==> config.mk <==
export PLATFORM = sky130hd
export DESIGN_NAME = mdio_phy_responder
export DESIGN_NICKNAME = d
export VERILOG_FILES = /design/src/rtl/mdio_pkg.sv /design/src/rtl/mdio_edge_sync.sv /design/src/rtl/mdio_phy_responder.sv
export SDC_FILE = /design/constraint.sdc
export NUM_CORES = 1
export LEC_CHECK = 0
export ABC_CLOCK_PERIOD_IN_PS = 3100
export BUFFER_PORTS_ARGS = -buffer_cell sky130_fd_sc_hd__clkbuf_2
export CORE_MARGIN = 8
export CORE_UTILIZATION = 50
export DETAILED_ROUTE_END_ITERATION = 8
export MAX_ROUTING_LAYER = met4
export PLACE_DENSITY = 0.67
export SLEW_MARGIN = 10
export SYNTH_ARGS = -nofsm -noshare
export SYNTH_HDL_FRONTEND = slang
export SYNTH_HIERARCHICAL = 1
export SYNTH_SLANG_ARGS = --single-unit
==> constraint.sdc <==
create_clock -name clk -period 3.1 [get_ports clk]
set_input_delay 0.62 -clock clk [delete_from_list [all_inputs] [get_ports clk]]
set_output_delay 0.62 -clock clk [all_outputs]
set_load 0.01 [all_outputs]
==> src/rtl/mdio_pkg.sv <==
// ============================================================================
//  mdio_pkg
//  Shared MDIO clause-22 codes, register map, defaults and FSM state type.
//  Revision: 1.0
// ============================================================================
`default_nettype none

package mdio_pkg;

    localparam logic [1:0] ST_CODE  = 2'b01;
    localparam logic [1:0] OP_READ  = 2'b10;
    localparam logic [1:0] OP_WRITE = 2'b01;

    localparam logic [4:0] REG_BMCR = 5'd0;
    localparam logic [4:0] REG_BMSR = 5'd1;
    localparam logic [4:0] REG_ID1  = 5'd2;
    localparam logic [4:0] REG_ID2  = 5'd3;
    localparam logic [4:0] REG_ANAR = 5'd4;

    localparam logic [15:0] BMCR_DEFAULT = 16'h3100;
    localparam logic [15:0] BMSR_BASE    = 16'h7809;
    localparam logic [15:0] ANAR_DEFAULT = 16'h01E1;

    typedef enum logic [2:0] {
        S_IDLE  = 3'd0,
        S_PRE   = 3'd1,
        S_ST    = 3'd2,
        S_OP    = 3'd3,
        S_PHYAD = 3'd4,
        S_REGAD = 3'd5,
        S_TA    = 3'd6,
        S_DATA  = 3'd7
    } mdio_state_t;

endpackage

`default_nettype wire

==> src/rtl/mdio_edge_sync.sv <==
// ============================================================================
//  mdio_edge_sync
//  Synchronizes MDC/MDIO into clk and flags the synchronized MDC rising edge.
//  Revision: 1.0
// ============================================================================
`default_nettype none

module mdio_edge_sync #(
    parameter int SYNC_STAGES = 2
) (
    input  logic clk,
    input  logic rst_n,
    input  logic mdc,
    input  logic mdio,
    output logic mdc_rise,
    output logic mdio_s
);

    logic [SYNC_STAGES-1:0] mdc_sync;
    logic [SYNC_STAGES-1:0] mdio_sync;
    logic                   mdc_prev;

    // MDIO goes through the same depth as MDC so setup relative to MDC is kept
    always_ff @(posedge clk or negedge rst_n) begin
        if (!rst_n) begin
            mdc_sync  <= '0;
            mdio_sync <= '1;
            mdc_prev  <= 1'b0;
        end else begin
            mdc_sync  <= {mdc_sync[SYNC_STAGES-2:0], mdc};
            mdio_sync <= {mdio_sync[SYNC_STAGES-2:0], mdio};
            mdc_prev  <= mdc_sync[SYNC_STAGES-1];
        end
    end

    assign mdc_rise = mdc_sync[SYNC_STAGES-1] & ~mdc_prev;
    assign mdio_s   = mdio_sync[SYNC_STAGES-1];

endmodule

`default_nettype wire

==> src/rtl/mdio_phy_responder.sv <==
// ============================================================================
//  mdio_phy_responder
//  PHY-side MDIO clause-22 responder with a small register file.
//  Optional MDIO_EXT_REGS_EN: registers 16..31 become rw scratch.
//  Revision: 1.0
// ============================================================================
`default_nettype none

module mdio_phy_responder
    import mdio_pkg::*;
#(
    parameter logic [4:0]  PHY_ADDR     = 5'd0,
    parameter int          SYNC_STAGES  = 2,
    parameter int          PREAMBLE_MIN = 32,
    parameter logic [15:0] RESET_HOLD   = 16'd1000,
    parameter logic [15:0] PHY_ID1      = 16'h0022,
    parameter logic [15:0] PHY_ID2      = 16'h1622
) (
    input  logic        clk,
    input  logic        rst_n,
    input  logic        i_mdc,
    input  logic        i_mdio,
    output logic        o_mdio,
    output logic        o_mdio_oe,
    input  logic        i_link_up,
    output logic        o_soft_reset,
    output logic        o_reg_wr,
    output logic [4:0]  o_reg_addr,
    output logic [15:0] o_reg_wdata
);

    logic mdc_rise;
    logic mdio_bit;

    mdio_edge_sync #(
        .SYNC_STAGES (SYNC_STAGES)
    ) u_edge_sync (
        .clk      (clk),
        .rst_n    (rst_n),
        .mdc      (i_mdc),
        .mdio     (i_mdio),
        .mdc_rise (mdc_rise),
        .mdio_s   (mdio_bit)
    );

    mdio_state_t state;
    logic [5:0]  cnt;
    logic [1:0]  op;
    logic [4:0]  phyad;
    logic [4:0]  regad;
    logic        is_read;
    logic        is_match;
    logic [15:0] shreg;

    logic [15:0] bmcr;
    logic [15:0] anar;
    logic        link_bit;
    logic [15:0] hold_cnt;
`ifdef MDIO_EXT_REGS_EN
    logic [15:0] ext_regs [16];
`endif

    logic [1:0]  op_next;
    logic [4:0]  phy_next;
    logic [4:0]  reg_next;
    logic [15:0] rd_data;
    logic [15:0] wr_word;
    logic        data_last;
    logic        wr_commit;
    logic        bmsr_read_done;

    assign op_next   = {op[0], mdio_bit};
    assign phy_next  = {phyad[3:0], mdio_bit};
    assign reg_next  = {regad[3:0], mdio_bit};
    assign wr_word   = {shreg[14:0], mdio_bit};
    assign data_last = mdc_rise && (state == S_DATA) && (cnt == 6'd15) && is_match;
    assign wr_commit = data_last && !is_read;
    assign bmsr_read_done = data_last && is_read && (regad == REG_BMSR);

    always_comb begin
        rd_data = 16'h0000;
        case (reg_next)
            REG_BMCR: rd_data = {o_soft_reset, bmcr[14:0]};
            REG_BMSR: rd_data = BMSR_BASE | {13'd0, link_bit, 2'd0};
            REG_ID1:  rd_data = PHY_ID1;
            REG_ID2:  rd_data = PHY_ID2;
            REG_ANAR: rd_data = anar;
            default: begin
`ifdef MDIO_EXT_REGS_EN
                if (reg_next[4]) rd_data = ext_regs[reg_next[3:0]];
`endif
            end
        endcase
    end

    // Frame decoder; pin drive changes only on the clk following a sampled MDC rise
    always_ff @(posedge clk or negedge rst_n) begin
        if (!rst_n) begin
            state     <= S_IDLE;
            cnt       <= '0;
            op        <= '0;
            phyad     <= '0;
            regad     <= '0;
            is_read   <= 1'b0;
            is_match  <= 1'b0;
            shreg     <= '0;
            o_mdio    <= 1'b1;
            o_mdio_oe <= 1'b0;
        end else if (mdc_rise) begin
            case (state)
                S_IDLE: begin
                    if (!mdio_bit) begin
                        cnt <= '0;
                    end else if (int'(cnt) >= PREAMBLE_MIN - 1) begin
                        cnt   <= '0;
                        state <= S_PRE;
                    end else begin
                        cnt <= cnt + 6'd1;
                    end
                end
                S_PRE: begin
                    if (mdio_bit == ST_CODE[1]) state <= S_ST;
                end
                S_ST: begin
                    cnt   <= '0;
                    state <= (mdio_bit == ST_CODE[0]) ? S_OP : S_IDLE;
                end
                S_OP: begin
                    op <= op_next;
                    if (cnt == 6'd1) begin
                        cnt     <= '0;
                        is_read <= (op_next == OP_READ);
                        state   <= (op_next == OP_READ || op_next == OP_WRITE) ? S_PHYAD : S_IDLE;
                    end else begin
                        cnt <= cnt + 6'd1;
                    end
                end
                S_PHYAD: begin
                    phyad <= phy_next;
                    if (cnt == 6'd4) begin
                        cnt      <= '0;
                        is_match <= (phy_next == PHY_ADDR);
                        state    <= S_REGAD;
                    end else begin
                        cnt <= cnt + 6'd1;
                    end
                end
                S_REGAD: begin
                    regad <= reg_next;
                    if (cnt == 6'd4) begin
                        cnt   <= '0;
                        shreg <= rd_data;
                        state <= S_TA;
                    end else begin
                        cnt <= cnt + 6'd1;
                    end
                end
                S_TA: begin
                    if (cnt == 6'd0) begin
                        cnt <= 6'd1;
                        if (is_read && is_match) begin
                            o_mdio_oe <= 1'b1;
                            o_mdio    <= 1'b0;
                        end
                    end else begin
                        cnt   <= '0;
                        state <= S_DATA;
                        if (is_read && is_match) begin
                            o_mdio <= shreg[15];
                            shreg  <= {shreg[14:0], 1'b0};
                        end
                    end
                end
                S_DATA: begin
                    if (!is_read) begin
                        shreg <= wr_word;
                    end else if (cnt == 6'd15) begin
                        o_mdio_oe <= 1'b0;
                        o_mdio    <= 1'b1;
                    end else if (is_match) begin
                        o_mdio <= shreg[15];
                        shreg  <= {shreg[14:0], 1'b0};
                    end
                    if (cnt == 6'd15) begin
                        cnt   <= '0;
                        state <= S_IDLE;
                    end else begin
                        cnt <= cnt + 6'd1;
                    end
                end
                default: begin
                    cnt   <= '0;
                    state <= S_IDLE;
                end
            endcase
        end
    end

    // Register file; link bit starts cleared so the first BMSR read reports any pre-read loss
    always_ff @(posedge clk or negedge rst_n) begin
        if (!rst_n) begin
            bmcr         <= BMCR_DEFAULT;
            anar         <= ANAR_DEFAULT;
            link_bit     <= 1'b0;
            hold_cnt     <= '0;
            o_soft_reset <= 1'b0;
            o_reg_wr     <= 1'b0;
            o_reg_addr   <= '0;
            o_reg_wdata  <= '0;
`ifdef MDIO_EXT_REGS_EN
            for (int i = 0; i < 16; i++) ext_regs[i] <= '0;
`endif
        end else begin
            o_reg_wr <= 1'b0;
            bmcr[9]  <= 1'b0;
            if (!i_link_up)          link_bit <= 1'b0;
            else if (bmsr_read_done) link_bit <= 1'b1;
            if (o_soft_reset) begin
                if (hold_cnt == 16'd0) o_soft_reset <= 1'b0;
                else                   hold_cnt     <= hold_cnt - 16'd1;
            end
            if (wr_commit) begin
                o_reg_wr    <= 1'b1;
                o_reg_addr  <= regad;
                o_reg_wdata <= wr_word;
                case (regad)
                    REG_BMCR: begin
                        if (!o_soft_reset) begin
                            if (wr_word[15]) begin
                                o_soft_reset <= 1'b1;
                                hold_cnt     <= RESET_HOLD - 16'd1;
                                bmcr         <= BMCR_DEFAULT;
                                anar         <= ANAR_DEFAULT;
`ifdef MDIO_EXT_REGS_EN
                                for (int i = 0; i < 16; i++) ext_regs[i] <= '0;
`endif
                            end else begin
                                bmcr <= {1'b0, wr_word[14:0]};
                            end
                        end
                    end
                    REG_ANAR: anar <= wr_word;
                    default: begin
`ifdef MDIO_EXT_REGS_EN
                        if (regad[4]) ext_regs[regad[3:0]] <= wr_word;
`endif
                    end
                endcase
            end
        end
    end

endmodule

`default_nettype wire

# == Yosys cells after proc, flatten, opt, wreduce, memory -nomap -nowiden ==
# Cells that the tools add are included.
# totals
ff_bits,115
input_bits,5
output_inout_bits,25
word_cells,155
# op_classes
add_sub_neg,2
n_lt_le_gt_ge,1
n_eq_ne,35
mux,60
n_bitwise,3
reduce_logical,32
# op_table
operator,count
two-way mux 16 bit,14
one-hot mux 16 bit (5 select lines),1
one-hot mux 16 bit (3 select lines),1
one-hot mux 6 bit (6 select lines),1
one-hot mux 16 bit (2 select lines),1
two-way mux 10 bit,3
two-way mux 6 bit,5
two-way mux 3 bit,9
one-hot mux 3 bit (8 select lines),1
"inequality test 2 bit, second input constant",11
two-way mux 1 bit,20
zero test 16 bit,1
"subtractor 16 x 1 -> 16 bit, second input constant",1
zero test 5 bit,3
two-way mux 15 bit,1
"== test 3 bit, second input constant",4
"== test 5 x 1 -> 1 bit, second input constant",2
"== test 5 x 2 -> 1 bit, second input constant",2
"== test 5 x 3 -> 1 bit, second input constant",2
AND reduction 3 bit,3
AND reduction 9 bit,1
AND reduction 2 bit,4
logical AND 1 bit,7
AND reduction 7 bit,1
27 further kinds,34

# == Longest topological paths before layout ==
# logic_depth
word_depth,9
depth_mapped,9
ltp_nobuf,7

# == Modules after synthesis ==
# Netlist, hierarchy kept.
# modules_own_cells
module,n_inst,cells_each,area_each_um2
mdio_phy_responder,1,535,5555.3
mdio_edge_sync,1,6,141.4

# == Worst setup path before layout ==
# No wires, ideal clock.
# synth_path
path_kind,register -> register
startpoint,register cnt[0]
endpoint,register shreg[11]
arrival_ns,2.267
path_slack_ns,0.708
stages_incl_launch_ff,10
n_path_buf,2
synth_period_minus_slack_ns,2.392
path_cell_list,dfrtp_1 -> inv_1 -> ha_1 -> or4b_4 -> nor2_4 -> a21oi_1 -> or4_1 -> buf_6 -> buf_12 -> mux2_4
# synth_between
elab_chain_len,3
# synth_rtl
item,line_no,source
start: declaration,mdio_phy_responder.sv:47,logic [5:0] cnt;
start signal: assignment,mdio_phy_responder.sv:118,cnt <= cnt + 6'd1;
start signal: assignment,mdio_phy_responder.sv:135,cnt <= cnt + 6'd1;
start signal: assignment,mdio_phy_responder.sv:145,cnt <= cnt + 6'd1;
== test 6 x 4 -> 1 bit (tied with other cells),mdio_phy_responder.sv:177,end else if (cnt == 6'd15) begin
inequality test 3 bit (no line) / inequality test 2 bit (equally long branches),n/a,
AND reduction 7 bit (no line) *,n/a,
end signal: assignment,mdio_phy_responder.sv:170,"shreg <= {shreg[14:0], 1'b0};"
end signal: assignment,mdio_phy_responder.sv:176,shreg <= wr_word;
end signal: assignment,mdio_phy_responder.sv:182,"shreg <= {shreg[14:0], 1'b0};"
end: declaration,mdio_phy_responder.sv:53,logic [15:0] shreg;
# Every way passes the cells marked *; elsewhere a longest branch is shown, timed or not.
# A chain may end at the register's enable or synchronous reset.

# == Final worst setup path ==
# layout_path
startpoint,register state[1]
endpoint,register shreg[3]
# layout_between
elab_chain_len,3
# layout_rtl
item,line_no,source
start: declaration,mdio_phy_responder.sv:46,mdio_state_t state;
start signal: assignment,mdio_phy_responder.sv:126,state <= (mdio_bit == ST_CODE[0]) ? S_OP : S_IDLE;
start signal: assignment,mdio_phy_responder.sv:133,state <= (op_next == OP_READ || op_next == OP_WRITE) ? S_PHYAD : S_IDLE;
== test 3 bit,mdio_phy_responder.sv:110,case (state)
inequality test 3 bit (no line) (tied with other cells),n/a,
AND reduction 7 bit (no line),n/a,
end signal: assignment,mdio_phy_responder.sv:152,shreg <= rd_data;
end signal: assignment,mdio_phy_responder.sv:170,
end signal: assignment,mdio_phy_responder.sv:176,
# Several ways; a longest one is shown, not always the timed one.

==> flow_summary.yaml <==
critical_path:
  reg2reg_slack_ns: 0.58
  crit_path_max_fanout: 22
  worst-path-buf-inv: 1
  crit_family: "simple AND/OR/NAND/NOR gates"
  critPathSlowestCell: "dfrtp_1"
  required_ns: 3.39
  startpoint: "state[1]"
  worst-setup-path-type: "reg2reg"
  cp_data_arrival_time_ns: 2.81
  slowest_delay_ns: 0.74
  crit_path_start_kind: "flip-flop"
  timing.rr.end: "shreg[3]"
  path_cells: "nand3_1 > nor3_1 > a2bb2oi_1 > or4_1 > buf_4 > mux2_2"
  worstSetupPathDepth: 6
  cp-endpoint: "shreg[3]"
  r2r_cells: 6
  end_kind: "flip-flop"
  timing.rr.start: "state[1]"
sta:
  grt_setup_unrepaired: "no"
  tns_ns: 0
  fin_ws_ns: 0.580
  slew_viol_final: 0
  hold_viol_final: 0
  relSlewSlack: 0.382
  worst_pin_slew_ns: 0.923
  setup_viol: 0
  fin_crit_sh: 0.813
  finalCriticalPeriod_ns: 2.52
  max_freq_mhz: 397
  finalClockSkew_ns: 0.00863
power:
  power_leakage_nw: 3.16
  irDropWorstVdd_mv: 0.377
  switchingPower_mw: 0.788
  p_seq_frac: 0.415
  clockPowerShare: 0.547
  switching_share: 0.212
  finalPower_mw: 3.72
  comb_power_share: 0.038
  p_int_mw: 2.93
  p_per_area_nw_per_um2: 566
final_layout:
  antenna-diode-count: 0
  drive_gt1_frac: 0.245
  final_nets: 578
  final_area_sq_um: 6570
  syn_to_final_growth_pct: 15.3
  fin_cells: 723
synth:
  ys.flop_type: "dfrtp_1"
  synth.cell_area_sq_um: 5700
  yosys_warnings: 6
  synth_seq_cells: 115
  yosysMostFrequentCell: "dfrtp_1"
  synthDistinctLibCells: 63
  syn_area_per_cell_sq_um: 10.5
  ys_top_cells_by_count: "dfrtp_1 (104), nand2_1 (65), nor2_1 (43), mux2_2 (40), o21ai_0 (27)"
  syn_inst: 541
  synthTopCellsByArea: "dfrtp_1 (46%), mux2_2 (7.9%), dfstp_2 (5.1%), nand2_1 (4.3%), nor2_1 (2.8%)"
  async_flop_share: 1.00
  yosys.area.top_type: "dfrtp_1"
  synth_edf_count: 0
  yosys.area.top_type_share: 0.457
  synth_nets: 552
  seq_area_frac_synth: 0.508
clocking:
  cts_resized: 0
  cts_buffers: 17
  cts_hold_buf: 0
  cts_tree: "built"
  cts_setup_buffers: 0
  cts.sinks: 115
  cts.clk_slew.worst_paths_ns: 0.05
  worstSkewPairLatency_ns: 0.42
  cts-htree-levels: 4
  cts_root_buffer: "clkbuf_16"
  clock_path_buffers: 2
global_routing:
  grt_first_pass_wirelength_um: 21800
  grt_start_max_net_pins: 116
  grt_usage: 0.191
  grt_overflow: 0
  antenna_found_initial: 0
  grt_pass1_vias: 4198
flow_run:
  cap_violations: 0
floorplanning:
  die-area_sq_um: 15100
  die_width_um: 123
  start_util: 0.505
  ios: 30
  rows: 39
  die_y_um: 123
  core-area_sq_um: 11300
placed_design:
  post-place-ws_ns: 0.628
  routabilityCongestion: 0.898
  dp_hpwl_um: 8330
  place_inst: 691
  dpl-instance-area_sq_um: 5950
  io_buffers: 29
route:
  vias_per_cell: 5.77
  drc: 0
  vias: 4172
  dr.pass1.iters: 5
  drt_wl_total_um: 12900
  drtAntennaViolNets: 0
  avgRoutedWirePerCell_um: 17.8
  drtIter0Drc: 455
outcome:
  run_status: "finished, final reports clean"
hold_path:
  holdCritPathClass: "in2async"
-- cell usage in the layout, fill, tap and decap left out, types with 6 or more instances in the layout --
| cell | count |
|---|---|
| nand2_1 | 65 |
| buf_4 | 12 |
| inv_1 | 16 |
| nand3_1 | 13 |
| nor2b_1 | 6 |
| o31ai_1 | 7 |
| mux2_2 | 40 |
| nand3b_1 | 9 |
| or4_1 | 8 |
| mux2i_1 | 10 |
| mux2_4 | 7 |
| xnor2_1 | 11 |
| dfstp_2 | 11 |
| o21ai_0 | 27 |
| a21oi_1 | 17 |
| clkbuf_16 | 17 |
| nor2_1 | 42 |
| ha_1 | 6 |
| nor4_1 | 8 |
| clkbuf_2 | 28 |
| a22o_1 | 16 |
| nor3_1 | 16 |
| dfrtp_1 | 104 |
-- registers in the layout, indices dropped and copies added, names as in the netlist, 2 cells and up --
name and cells:
shreg 16, u_edge_sync/mdc_sync 2, state 3, phyad 4, hold_cnt 16, cnt 6, u_edge_sync/mdio_sync 2, bmcr 15
o_reg_addr 5, anar 16, o_reg_wdata 16, regad 5
-- worst reg2reg max path, stage by stage (launching register included) --
cell and delay [ns]:
dfrtp_1 0.74, nand3_1 0.32, nor3_1 0.32, a2bb2oi_1 0.20, or4_1 0.13, buf_4 0.29
mux2_2 0.39
-- stage by stage --
stage,hold WS (ns),util
6_report,0.271,0.583
5_1_grt,0.275,0.583
4_1_cts,0.274,0.583
3_5_place_dp,0.350,0.528
3_3_place_gp,0.337,0.528
2_1_floorplan,0.324,-
-- power groups by stage --
stage	Clock, mW	Combinational (mW)	Sequential [mW]
after floorplan	0	0.105	1.55
after global placement	0	0.142	1.57
after detailed placement	0	0.143	1.57
after CTS	2.07	0.143	1.54
after global routing	2.14	0.164	1.55
final	2.03	0.141	1.54
-- kinds of logic after synthesis --
kind of cell | count (synthesis) | share of synthesized area
compound gates | 98 | 0.120
xor+xnor | 11 | 0.0169
fa+ha+maj | 6 | 0.0132
buf+inv | 50 | 0.0424
flops | 115 | 0.508
mux | 57 | 0.115
simple gates | 204 | 0.185
-- area by class of cell --
| class | instances | area, sq um |
|---|---|---|
| flip-flops and latches | 115 | 2890 |
| repair buffers | 41 | 250 |
| multi-input cells | 376 | 2570 |
| fillers | 939 | 4700 |
| inverters | 16 | 60.1 |
| well taps | 143 | 179 |
| clock inverters | 9 | 125 |
| clock buffers | 23 | 498 |
-- metal layers --
| layer | global-route usage | vias up | part of all wire |
|---|---|---|---|
| li1 | - | 1983 | - |
| met1 | 0.247 | 2047 | 0.45 |
| met2 | 0.281 | 127 | 0.47 |
| met3 | 0.0538 | 15 | 0.065 |
| met4 | 0.0693 | 0 | 0.012 |
| met5 | - | - | 0 |
-- worst min-delay path by stage --
stage	slack [ns]	start	to
4_1_cts	0.27	i_mdio	u_edge_sync/mdio_sync[0]
2_1_floorplan	0.32	rst_n	anar[10]
6_report	0.27	rst_n	hold_cnt[10]
5_1_grt	0.27	i_mdio	u_edge_sync/mdio_sync[0]
3_3_place_gp	0.34	u_edge_sync/mdc_sync[0]	u_edge_sync/mdc_sync[1]
3_5_place_dp	0.35	u_edge_sync/mdc_sync[0]	u_edge_sync/mdc_sync[1]
Power figures use the tool's default switching activity.
